**src/rtl/hsv_mode_exec.sv**
```systemverilog
// Mode executor: applies the per-mode colour action to working H/S/V and publishes snapshots over valid/ready.
// Optional define SOST_SYNC_EN inserts a 2-flop synchroniser on sost ahead of the mode register.
module hsv_mode_exec #(
    parameter int STEP_DIV  = 5000000,
    parameter int HUE_INIT  = 120,
    parameter int SV_PRESET = 50
) (
    input  logic       clk,
    input  logic       reset_n,
    input  logic [3:0] sost,
    input  logic [8:0] h_in,
    input  logic [6:0] s_in,
    input  logic [6:0] v_in,
    output logic [8:0] hue,
    output logic [6:0] sat,
    output logic [6:0] val,
    output logic       hsv_valid,
    input  logic       hsv_ready,
    output logic       mode_err
);
    localparam int            CW       = (STEP_DIV > 2) ? $clog2(STEP_DIV) : 1;
    localparam logic [CW-1:0] CNT_LAST = CW'(STEP_DIV - 1);
    localparam logic [8:0]    HUE_RST  = 9'(HUE_INIT);
    localparam logic [6:0]    SV_RST   = 7'(SV_PRESET);

    logic [3:0]    sost_s;
    logic [3:0]    sost_q_reg;
    logic [CW-1:0] cnt_reg, cnt_next;
    logic [8:0]    hue_w_reg, hue_w_next;
    logic [6:0]    sat_w_reg, sat_w_next;
    logic [6:0]    val_w_reg, val_w_next;
    logic [8:0]    hue_reg;
    logic [6:0]    sat_reg, val_reg;
    logic          valid_reg, valid_next;
    logic          pending_reg, pending_next;
    logic          entry, tick, changed, load;
    logic [9:0]    sum60, sum1;
    logic [8:0]    hue_p60, hue_p1, h_clamp;
    logic [6:0]    s_clamp, v_clamp;

`ifdef SOST_SYNC_EN
    logic [3:0] sync1_reg, sync2_reg;

    always_ff @(posedge clk or negedge reset_n) begin
        if (!reset_n) begin
            sync1_reg <= '0;
            sync2_reg <= '0;
        end else begin
            sync1_reg <= sost;
            sync2_reg <= sync1_reg;
        end
    end
    assign sost_s = sync2_reg;
`else
    assign sost_s = sost;
`endif

    // Entry wins over a coincident tick: the count restarts and the tick is lost.
    assign entry    = (sost_s != sost_q_reg);
    assign tick     = (cnt_reg == CNT_LAST) && !entry;
    assign cnt_next = (entry || (cnt_reg == CNT_LAST)) ? '0 : cnt_reg + CW'(1);

    assign sum60   = {1'b0, hue_w_reg} + 10'd60;
    assign sum1    = {1'b0, hue_w_reg} + 10'd1;
    assign hue_p60 = (sum60 >= 10'd360) ? 9'(sum60 - 10'd360) : sum60[8:0];
    assign hue_p1  = (sum1 >= 10'd360) ? 9'(sum1 - 10'd360) : sum1[8:0];
    assign h_clamp = (h_in > 9'd359) ? 9'd359 : h_in;
    assign s_clamp = (s_in > 7'd100) ? 7'd100 : s_in;
    assign v_clamp = (v_in > 7'd100) ? 7'd100 : v_in;

    always_comb begin
        hue_w_next = hue_w_reg;
        sat_w_next = sat_w_reg;
        val_w_next = val_w_reg;
        case (sost_s)
            4'd0: if (entry) hue_w_next = HUE_RST;
            4'd1: if (tick) hue_w_next = hue_p60;
            4'd2: if (tick) hue_w_next = hue_p1;
            4'd3: if (entry || tick) hue_w_next = h_clamp;
            4'd4: if (entry || tick) val_w_next = v_clamp;
            4'd5: if (entry || tick) sat_w_next = s_clamp;
            4'd6: if (entry) begin
                sat_w_next = SV_RST;
                val_w_next = SV_RST;
            end
            default: ;
        endcase
    end

    // A load publishes the pre-edge working value; a same-edge change re-arms pending.
    assign changed      = (hue_w_next != hue_w_reg) || (sat_w_next != sat_w_reg) ||
                          (val_w_next != val_w_reg);
    assign load         = pending_reg && (!valid_reg || hsv_ready);
    assign pending_next = changed || (pending_reg && !load);
    assign valid_next   = load ? 1'b1 : (hsv_ready ? 1'b0 : valid_reg);

    always_ff @(posedge clk or negedge reset_n) begin
        if (!reset_n) begin
            sost_q_reg  <= '0;
            cnt_reg     <= '0;
            hue_w_reg   <= HUE_RST;
            sat_w_reg   <= 7'd100;
            val_w_reg   <= 7'd100;
            hue_reg     <= HUE_RST;
            sat_reg     <= 7'd100;
            val_reg     <= 7'd100;
            valid_reg   <= 1'b0;
            pending_reg <= 1'b1;
        end else begin
            sost_q_reg  <= sost_s;
            cnt_reg     <= cnt_next;
            hue_w_reg   <= hue_w_next;
            sat_w_reg   <= sat_w_next;
            val_w_reg   <= val_w_next;
            valid_reg   <= valid_next;
            pending_reg <= pending_next;
            if (load) begin
                hue_reg <= hue_w_reg;
                sat_reg <= sat_w_reg;
                val_reg <= val_w_reg;
            end
        end
    end

    assign hue       = hue_reg;
    assign sat       = sat_reg;
    assign val       = val_reg;
    assign hsv_valid = valid_reg;
    assign mode_err  = (sost_q_reg > 4'd6);
endmodule

```
**config.mk**
```make
export PLATFORM = sky130hd
export DESIGN_NAME = hsv_mode_exec
export DESIGN_NICKNAME = d
export VERILOG_FILES = /design/src/rtl/hsv_mode_exec.sv
export SDC_FILE = /design/constraint.sdc
export NUM_CORES = 1
export LEC_CHECK = 0
export BUFFER_PORTS_ARGS = -buffer_cell sky130_fd_sc_hd__buf_2
export CAP_MARGIN = 20
export CORE_ASPECT_RATIO = 0.8
export CORE_MARGIN = 2
export CORE_UTILIZATION = 43
export CTS_CLUSTER_DIAMETER = 30
export CTS_CLUSTER_SIZE = 20
export DETAILED_ROUTE_END_ITERATION = 7
export PLACE_DENSITY = 0.66
export RECOVER_POWER = 25
export SYNTH_ARGS = -nofsm -noshare
export SYNTH_HDL_FRONTEND = slang
export SYNTH_SLANG_ARGS = --single-unit
```
**constraint.sdc**
```tcl
create_clock -name clk -period 4.4 [get_ports clk]
set_input_delay 0.66 -clock clk [delete_from_list [all_inputs] [get_ports clk]]
set_output_delay 0.66 -clock clk [all_outputs]
set_load 0.01 [all_outputs]
```
==> results.yml <==
status:
  outcome: "finished, violations left"
  violations: "max-capacitance violations, max-slew violations"
critical_path:
  rr_startpoint: "hue_w_reg[2]$_DFF_PN0_"
  cp-endpoint: "pending_reg$_DFF_PN1_"
  worstPathMaxFanout: 23
  endpoint_kind: "flip-flop"
  r2r-end: "pending_reg$_DFF_PN1_"
  arrival_ps: 3950
  r2r_slack_ps: 810
  worstSetupStartpointType: "primary input"
  startpoint: "sost[0]"
  rr_worst_depth: 11
  critPathKind: "primary input to flip-flop"
  required_ps: 4670
timing:
  fin_crit_sh_pct: 83.6
  tightestPinTransition_ps: 1850
  period_minus_slack_ps: 3680
  rsz0062_at_grt: "false"
  hold_violations: 0
  slew_headroom_pct: -23.3
  worst_slack_ps: 723
  finalMaxSlewViolations: 76
  max_freq_mhz: 272
  final-setup-viol-count: 0
  setup_tns_ps: 0
  clock_skew_ps: 12.4
cells_and_area:
  layout_common_cells: "nand2_1, nor2_1, dfrtp_1"
  layout_commonest_cell: "nand2_1"
  diodes: 0
  multi_input_area_um2: 3130
  fin_nets: 700
  register_area_um2: 1900
  n_fill_cell: 1143
  final_cell_count_no_fill: 820
  drive_gt1_share_pct: 19.8
  largest_reg_flops: 23
  final_cell_area_um2: 5990
  area_growth_pct: 13.5
global_route:
  antenna_found_initial: 0
  grt_pass1_wl_um: 25500
  grt_overflow: 0
  grt_start_max_net_pins: 76
  grtUsageTotal_pct: 24.6
  grt_pass1_vias: 4841
floorplanning:
  fp.dieW_um: 128
  core_um2: 12100
  io_pins: 55
  start_util_pct: 43.7
  num_rows: 36
  die-area_um2: 13200
  die_h_um: 103
placement:
  place_area_um2: 5660
  dpl.cell_count: 803
  gp_congestion: 1.05
  dp_hpwl_um: 11300
  place_ws_ps: 728
  io_buffers: 54
routing:
  drt_iter0_drc: 643
  drc: 0
  vias_per_cell: 6.29
  wl_per_cell_um: 19.1
  drt-total-wl_um: 15700
  dr.pass1.iters: 6
  antenna_left: 0
  dr_total_vias: 5156
clocking:
  htreeDepth: 3
  cts_root_buf: "clkbuf_16"
  post_cts_resized: 0
  clk_latency_ps: 340
  ctsHoldBuffers: 0
  clk_path_buf_depth: 2
  path_clk_slew_ps: 60
  cts_setup_buffers: 0
  cts_tree: "built"
  cts-buffers-inserted: 9
  cts.sink_count: 75
yosys:
  synth-adder-area-share_pct: 1.66
  synth_top_area_cell: "dfrtp_1"
  syn_inst: 624
  ys_ff_latch: 75
  synth_area_leaders: "dfrtp_1, dfstp_2, o21ai_0, nand2_1, xnor2_1"
  synth_edf_count: 0
  ys.flop_type: "dfrtp_1"
  synth_top_family_by_area: "compound AO/OA/AOI/OAI gates"
  yosysUniqueCellTypes: 87
  netlist_area_um2: 5270
  yosys_warnings: 0
  synth.avg_cell_area_um2: 8.45
  synth_compound_area_share_pct: 25.1
  synth_mux_area_share_pct: 3.54
  ys_seq_area_share_pct: 36.1
  synth_top_area_share_pct: 25.6
  yosys.area_share.simple_pct: 23.6
  synth_xor_area_share_pct: 5.48
  syn_nets: 661
  async_reset_ff_share_pct: 100
worst_hold_path:
  hp-class: "flip-flop to flip-flop"
power_and_ir_drop:
  total_leakage_power_nw: 2.39
  vdd_drop_max_mv: 0.213
  finalPower_mw: 2.46
  p_per_area_nw_per_um2: 411
run:
  drv_cap: 1
[layout make-up]
type	instances	area share, %
Sequential cell	75	31.8
Tap cell	152	3.18
Inverter	21	1.32
Multi-Input combinational cell	490	52.3
Timing Repair Buffer	66	6.04
Clock inverter	2	1.00
Clock buffer	14	4.41
[cell families (layout without fill, tap and decap cells)]
| family | after synthesis | after routing |
|---|---|---|
| AOI/OAI and AO/OA | 192 | 192 |
| xor gates and xnor gates | 33 | 33 |
| buffers and inverters | 59 | 103 |
| adders and majority gates | 7 | 7 |
| DFF | 75 | 75 |
| and+or+nand+nor | 241 | 241 |
| muxes | 17 | 17 |
[synthesized netlist by cell type, drive strengths merged (3+ instances only)]
master / n
a211oi: 6
a21bo: 4
a21boi: 3
a21o: 6
a21oi: 38
a221o: 3
a221oi: 3
a22oi: 4
a2bb2oi: 3
a31oi: 6
and2: 10
and3: 8
and4: 4
buf: 12
clkbuf: 26
dfrtp: 54
dfstp: 21
ha: 7
inv: 19
mux2: 13
mux2i: 4
nand2: 62
nand2b: 4
nand3: 24
nand4: 10
nor2: 56
nor2b: 6
nor3: 18
nor3b: 4
nor4: 8
o2111ai: 4
o211ai: 9
o21a: 3
o21ai: 52
o221ai: 4
o22ai: 8
o311ai: 4
o31ai: 6
or3: 14
or4: 3
xnor2: 25
xor2: 8
[where the power goes]
part           switching [mW]  internal, mW
registers               0.129         0.841
clock network           0.279         0.528
logic                   0.400         0.284
[worst max-delay path, cell delays in order]
cell and delay (ps):
buf_2 90, clkbuf_1 710, nor3b_2 230, nand2b_1 290, o32a_1 210, nand4_1 100
a2111oi_0 430, o2111ai_1 200, or4_1 550, nand4bb_1 190, a211o_1 280
[worst min path at each step]
stage,from,to,cells after the start
global placement,hue[8]$_DFFE_PN0P_,hue[8]$_DFFE_PN0P_,2
CTS,hue[4]$_DFFE_PN1P_,hue[4]$_DFFE_PN1P_,2
global route,hue[4]$_DFFE_PN1P_,hue[4]$_DFFE_PN1P_,2
detailed placement,hue[2]$_DFFE_PN0P_,hue[2]$_DFFE_PN0P_,2
finish,hue[2]$_DFFE_PN0P_,hue[2]$_DFFE_PN0P_,2
floorplan,reset_n,cnt_reg[0]$_DFF_PN0_,0
[through the flow]
step | hold slack (ps) | utilization (%)
global route | 500 | 49.6
CTS | 483 | 49.5
global placement | 462 | 46.8
detailed placement | 472 | 46.8
finish | 476 | 49.6
floorplan | 364 | -
[metal layers]
metal / track usage [%] / wire length (um) / share of wire [%]
met3: 5.81 / 1540 / 9.8
met4: 8.11 / 299 / 1.9
met2: 36.3 / 6570 / 42
met1: 35.5 / 7260 / 46
met5: 0 / 0 / 0
Power figures use the tool's default switching activity.
